File: src/rtl/lod_normalizer_pipe.sv
// ---------------------------------------------------------------------------
// lod_normalizer_pipe
//
// Two-stage pipelined leading-one detector and normaliser for the softmax
// log2 path. For each input word it reports the 1-based position of the
// highest set bit (0 for an all-zero word) and a zero flag. It also reports
// the fraction bits found below the leading one, MSB-aligned, so that a log2
// LUT or interpolator can consume them directly. A sideband tag travels with
// every word, which lets several softmax channels share one instance.
//
// Ports
//   clk        in   1          clock, rising edge
//   rst        in   1          asynchronous reset, active low
//   in_valid   in   1          input word valid
//   in_ready   out  1          block can accept an input word this cycle
//   in_data    in   IN_SIZE    unsigned input word
//   in_tag     in   TAG_SIZE   sideband tag (channel / row id)
//   out_valid  out  1          result valid
//   out_ready  in   1          downstream accepts the result this cycle
//   out_pos    out  POS_SIZE   1-based index of highest '1' (bit k -> k+1), 0 if zero
//   out_zero   out  1          1 iff the input word was zero
//   out_frac   out  FRAC_SIZE  bits below the leading one, MSB-aligned, zero-padded
//   out_tag    out  TAG_SIZE   tag belonging to this result
//
// Pipeline
//   S1 registers the word, its tag and the one-hot mask of its highest set
//   bit. S2 registers the encoded position, zero flag, fraction and tag; the
//   S2 registers drive the out_* ports directly. With out_ready held high an
//   accepted word shows up on out_valid exactly two cycles later, and the
//   pipe sustains one word per cycle.
//
//   Flow control is a plain combinational ready chain without a skid buffer:
//     adv2 = ~s2_valid | out_ready
//     adv1 = ~s1_valid | adv2
//     in_ready = adv1
//   A stage that cannot advance holds both its data and its valid bit.
//   Because of this, out_* stay stable while a result is stalled.
// ---------------------------------------------------------------------------
module lod_normalizer_pipe #(
  parameter int IN_SIZE   = 32,
  parameter int POS_SIZE  = $clog2(IN_SIZE) + 1,
  parameter int FRAC_SIZE = 16,
  parameter int TAG_SIZE  = 4
) (
  input  logic                 clk,
  input  logic                 rst,
  input  logic                 in_valid,
  output logic                 in_ready,
  input  logic [IN_SIZE-1:0]   in_data,
  input  logic [TAG_SIZE-1:0]  in_tag,
  output logic                 out_valid,
  input  logic                 out_ready,
  output logic [POS_SIZE-1:0]  out_pos,
  output logic                 out_zero,
  output logic [FRAC_SIZE-1:0] out_frac,
  output logic [TAG_SIZE-1:0]  out_tag
);

  // The fraction is taken from the bits below the leading one with
  // FRAC_SIZE zeros appended. The appended zeros pad the result when the
  // word has fewer than FRAC_SIZE bits below the leading one. Bits beyond
  // FRAC_SIZE are truncated without rounding.
  localparam int EXT_SIZE = IN_SIZE - 1 + FRAC_SIZE;

  // -------------------------------------------------------------------------
  // Flow control
  // -------------------------------------------------------------------------
  logic s1_valid_reg;
  logic s2_valid_reg;
  logic adv1;
  logic adv2;

  assign adv2      = ~s2_valid_reg | out_ready;
  assign adv1      = ~s1_valid_reg | adv2;
  assign in_ready  = adv1;
  assign out_valid = s2_valid_reg;

  // -------------------------------------------------------------------------
  // Stage 1 combinational: one-hot of the highest set bit
  //   above_in[i] = OR of every input bit strictly above bit i
  //   one_hot[i]  = in_data[i] & ~above_in[i]
  // Each bit depends only on the input word. No bit depends on a
  // neighbouring result, so no priority chain is needed.
  // -------------------------------------------------------------------------
  logic [IN_SIZE-1:0] above_in;
  logic [IN_SIZE-1:0] one_hot_next;

  generate
    for (genvar gi = 0; gi < IN_SIZE; gi++) begin : g_one_hot
      if (gi == IN_SIZE - 1) begin : g_top
        assign above_in[gi] = 1'b0;
      end else begin : g_lower
        assign above_in[gi] = |in_data[IN_SIZE-1:gi+1];
      end
      assign one_hot_next[gi] = in_data[gi] & ~above_in[gi];
    end
  endgenerate

  // -------------------------------------------------------------------------
  // Stage 1 registers
  // -------------------------------------------------------------------------
  logic [IN_SIZE-1:0]  s1_data_reg;
  logic [TAG_SIZE-1:0] s1_tag_reg;
  logic [IN_SIZE-1:0]  s1_one_hot_reg;

  always_ff @(posedge clk or negedge rst) begin
    if (!rst) begin
      s1_valid_reg   <= 1'b0;
      s1_data_reg    <= '0;
      s1_tag_reg     <= '0;
      s1_one_hot_reg <= '0;
    end else if (adv1) begin
      s1_valid_reg <= in_valid;
      // The payload is only loaded for real words. A bubble therefore leaves
      // the previous contents in place and saves needless toggling.
      if (in_valid) begin
        s1_data_reg    <= in_data;
        s1_tag_reg     <= in_tag;
        s1_one_hot_reg <= one_hot_next;
      end
    end
  end

  // -------------------------------------------------------------------------
  // Stage 2 combinational: encode the position and normalise the word.
  // Every one-hot bit selects its own candidate, and the candidates are
  // ORed together. Since at most one bit is set, the OR behaves as a clean
  // mux. This gives an exact encoding with no priority ambiguity.
  //   pos_cand[i]  = i+1                        when one_hot[i]
  //   norm_cand[i] = data << (IN_SIZE-1-i)      when one_hot[i]
  // The shift moves the leading one up to bit IN_SIZE-1.
  // -------------------------------------------------------------------------
  logic [POS_SIZE-1:0] pos_cand  [IN_SIZE];
  logic [IN_SIZE-1:0]  norm_cand [IN_SIZE];

  generate
    for (genvar gi = 0; gi < IN_SIZE; gi++) begin : g_cand
      localparam int SHIFT = IN_SIZE - 1 - gi;
      assign pos_cand[gi]  = s1_one_hot_reg[gi] ? POS_SIZE'(gi + 1) : '0;
      assign norm_cand[gi] = s1_one_hot_reg[gi] ? (s1_data_reg << SHIFT) : '0;
    end
  endgenerate

  logic [POS_SIZE-1:0]  s2_pos_next;
  logic [IN_SIZE-1:0]   s2_norm_next;
  logic                 s2_zero_next;
  logic [EXT_SIZE-1:0]  s2_ext_next;
  logic [FRAC_SIZE-1:0] s2_frac_next;

  always_comb begin
    s2_pos_next  = '0;
    s2_norm_next = '0;
    for (int i = 0; i < IN_SIZE; i++) begin
      s2_pos_next  = s2_pos_next  | pos_cand[i];
      s2_norm_next = s2_norm_next | norm_cand[i];
    end
  end

  // An all-zero word has an empty one-hot mask. In that case the position
  // and the normalised word both collapse to zero on their own.
  assign s2_zero_next = ~|s1_one_hot_reg;

  // The leading one itself (s2_norm_next[IN_SIZE-1]) is implied and is
  // dropped. The remaining bits are MSB-aligned into the fraction.
  assign s2_ext_next  = {s2_norm_next[IN_SIZE-2:0], {FRAC_SIZE{1'b0}}};
  assign s2_frac_next = s2_ext_next[EXT_SIZE-1 -: FRAC_SIZE];

  // These bits are removed on purpose: the implied leading one and the
  // truncated tail.
  logic unused_bits;
  assign unused_bits = ^{s2_norm_next[IN_SIZE-1], s2_ext_next[EXT_SIZE-FRAC_SIZE-1:0]};

  // -------------------------------------------------------------------------
  // Stage 2 registers (drive the out_* ports)
  // -------------------------------------------------------------------------
  logic [POS_SIZE-1:0]  s2_pos_reg;
  logic                 s2_zero_reg;
  logic [FRAC_SIZE-1:0] s2_frac_reg;
  logic [TAG_SIZE-1:0]  s2_tag_reg;

  always_ff @(posedge clk or negedge rst) begin
    if (!rst) begin
      s2_valid_reg <= 1'b0;
      s2_pos_reg   <= '0;
      s2_zero_reg  <= 1'b0;
      s2_frac_reg  <= '0;
      s2_tag_reg   <= '0;
    end else if (adv2) begin
      s2_valid_reg <= s1_valid_reg;
      if (s1_valid_reg) begin
        s2_pos_reg  <= s2_pos_next;
        s2_zero_reg <= s2_zero_next;
        s2_frac_reg <= s2_frac_next;
        s2_tag_reg  <= s1_tag_reg;
      end
    end
  end

  assign out_pos  = s2_pos_reg;
  assign out_zero = s2_zero_reg;
  assign out_frac = s2_frac_reg;
  assign out_tag  = s2_tag_reg;

endmodule
File: config.mk
export PLATFORM = sky130hd
export DESIGN_NAME = lod_normalizer_pipe
export DESIGN_NICKNAME = d
export VERILOG_FILES = /design/src/rtl/lod_normalizer_pipe.sv
export SDC_FILE = /design/constraint.sdc
export NUM_CORES = 1
export LEC_CHECK = 0
export ABC_AREA = 1
export BUFFER_PORTS_ARGS = -buffer_cell sky130_fd_sc_hd__buf_2
export CAP_MARGIN = 0
export CORE_ASPECT_RATIO = 1.1
export CORE_MARGIN = 2
export CORE_UTILIZATION = 30
export CTS_CLUSTER_SIZE = 10
export DETAILED_ROUTE_END_ITERATION = 6
export PLACE_DENSITY_LB_ADDON = 0.15
export SLEW_MARGIN = 20
export SYNTH_ARGS = -nofsm -noshare
export SYNTH_HDL_FRONTEND = slang
export SYNTH_SLANG_ARGS = --single-unit
File: constraint.sdc
create_clock -name clk -period 2.8 [get_ports clk]
set_input_delay 0.42 -clock clk [delete_from_list [all_inputs] [get_ports clk]]
set_output_delay 0.42 -clock clk [all_outputs]
set_load 0.02 [all_outputs]
==> impl_metrics.yaml <==
layout:
  final_cell_mix: "nand2_1, nor2_1, dfrtp_1"
  area_delta_synth_final_pct: 7.38
  fill_cells: 2689
  multi_input_area_mm2: 0.00404
  final-seq-area_mm2: 0.00240
  diodes: 0
  nNetsFinal: 1266
  mostFrequentLayoutCell: "nand2_1"
  largest_reg_flops: 32
  final_layout_size_suffix_gt1_frac: 0.0894
floorplan:
  core-area_mm2: 0.0237
  rows: 59
  io_pins: 69
  die_h_um: 167
  initial_core_util: 0.305
  die_x_um: 152
  die_area_mm2: 0.0254
route:
  dr.first_iter.drc_count: 975
  drt-wirelength-per-cell_um: 21.9
  viasPerCell: 5.27
  drt_first_pass_iters: 5
  drc: 0
  routed_wl_mm: 33.6
  route.vias.total: 8091
  drtAntennaViolNets: 0
critical_path:
  start_kind: "register"
  regToRegSetupSlack_ns: 0.76
  critPathMaxFanout: 11
  critical_path_class: "reg -> reg"
  crit_arrival_ns: 2.28
  crit_path_end_kind: "register"
  cp.required_ns: 3.04
synthesis:
  synth_top_area_frac: 0.332
  syn_inst: 1227
  yosys-top-cells-area: "dfrtp_1, nand2_1, nor2_1"
  synth_warnings: 0
  synthFlopType: "dfrtp_1"
  yosys.area.top_type: "dfrtp_1"
  synth_seq_cells: 96
  yosysSeqAreaShare: 0.332
  syn_nets: 1267
  synth_cell_types: 30
  syn_area_mm2: 0.00724
  syn_avg_cell_area_um2: 5.90
  async_flop_share: 1.00
  synth_edf_count: 0
grt:
  gr-usage-all-layers: 0.263
  grt_pass1_wl_mm: 50.4
  first_global_vias: 7687
  grt_antenna_before_repair: 0
  grt_overflow: 0
  grt_max_degree: 63
cts:
  root_buffer: "clkbuf_16"
  cts_repair_resize_count: 0
  cts_sinks: 96
  postCtsSetupBuffers: 0
  clk_path_buf_depth: 2
  cts_tree: "built"
  cts_buffers: 9
  insertion_delay_ns: 0.37
  cts_hold_buffers: 0
  cts_max_level: 3
  clkTransAtPathRegs_ns: 0.08
placement:
  dp_slack_ns: 0.915
  dp_hpwl_mm: 22.2
  gp_congestion: 0.981
  portBuffers: 68
timing:
  finalHoldViolations: 0
  fin_tns_setup_ns: 0
  slew_headroom: 0.319
  max_freq_ghz: 0.491
  drv_slew: 0
  post-route-period-util: 0.727
  rsz0062_at_grt: "no"
  worst_slack_ns: 0.764
  skew_ns: 0.00764
  fin_crit_ns: 2.04
  worstMarginPinSlew_ns: 1.02
  setup_viol: 0
outcome:
  outcome: "finished clean"
power_and_ir_drop:
  irDropWorstVdd_v: 0.000379
  power.density_mw_per_mm2: 565
  p_leak_uw: 0.00408
run:
  drv_cap: 0
worst_hold_path:
  hold_class: "in -> async"
==> report_power, final <==
group          internal, uW  leakage (uW)  total [uW]  switching [uW]
Combinational           334       0.00274        1050             713
Sequential             1600       0.00121        2120             518
Clock                   603      0.000128        1230             623
==> metrics by stage <==
step           cell area (um^2)  total power (uW)  std cells   util  hold slack (ns)
3_5_place_dp               7500              3170       1520  0.317            0.460
6_report                   7770              4390       1535  0.328           0.0975
3_3_place_gp               7500              3170       1520  0.317            0.457
5_1_grt                    7770              4600       1535  0.328            0.148
4_1_cts                    7770              4390       1535  0.328            0.112
2_1_floorplan              7240              2620       1227      -            0.124
==> final cells by class <==
class / instances / area share
Clock inverter: 6 / 0.00547
Sequential cell: 96 / 0.309
Multi-Input combinational cell: 972 / 0.520
Timing Repair Buffer: 74 / 0.0515
Clock buffer: 9 / 0.0290
Tap cell: 305 / 0.0491
Inverter: 73 / 0.0356
==> routing by layer <==
metal | vias to the layer above | global-route usage | wire (um) | share of wire
li1 | 3781 | - | - | -
met1 | 3732 | 0.355 | 14000 | 0.42
met2 | 472 | 0.414 | 14900 | 0.45
met3 | 106 | 0.0479 | 3190 | 0.095
met4 | 0 | 0.110 | 1400 | 0.042
met5 | - | 0 | 0 | 0
==> critical path, stage by stage, from the launching register on <==
cell and delay, ns:
dfrtp_1 0.66, inv_1 0.46, o21ai_0 0.16, nor2_1 0.15, nand3b_1 0.14, nor2_1 0.27, nor2_1 0.06
==> cells in the mapped netlist (2+ instances only) <==
cell / number
nor2_2: 3
nand4_1: 20
buf_4: 20
inv_1: 70
o22ai_1: 15
nand2_2: 3
o21bai_1: 6
dfrtp_1: 96
nor2_4: 3
clkbuf_1: 2
buf_6: 6
nand3b_1: 3
nor3_1: 6
or2_2: 3
buf_2: 55
nand3_1: 41
or2_1: 2
a21oi_1: 20
o211ai_1: 2
clkbuf_2: 3
nand3_2: 3
inv_2: 2
o21ai_1: 11
o21ai_0: 62
nor2_1: 166
nand2_1: 600
==> worst paths after layout <==
| check | startpoint | end | cells past startpoint |
|---|---|---|---|
| worst max-delay path | s1_data_reg[1]$_DFFE_PN0P_ | out_frac[2]$_DFFE_PN0P_ | 6 |
| worst min-delay path | rst | out_frac[9]$_DFFE_PN0P_ | 1 |
| worst max register to register | s1_data_reg[1]$_DFFE_PN0P_ | out_frac[2]$_DFFE_PN0P_ | 6 |
| worst min register to register | s1_tag_reg[0]$_DFFE_PN0P_ | out_tag[0]$_DFFE_PN0P_ | 2 |
| max in group asynchronous | rst | s1_one_hot_reg[28]$_DFFE_PN0P_ | 2 |
| min in group clk | in_tag[2] | s1_tag_reg[2]$_DFFE_PN0P_ | 3 |
==> kinds of logic (layout without fill, tap and decap cells) <==
family,Yosys count,count (layout),share of synthesized area
buffers and inverters,159,162,0.109
flip-flops,96,96,0.332
AND/OR/NAND/NOR,856,856,0.473
AO/OA/AOI/OAI,116,116,0.0856
Power figures use the tool's default switching activity.
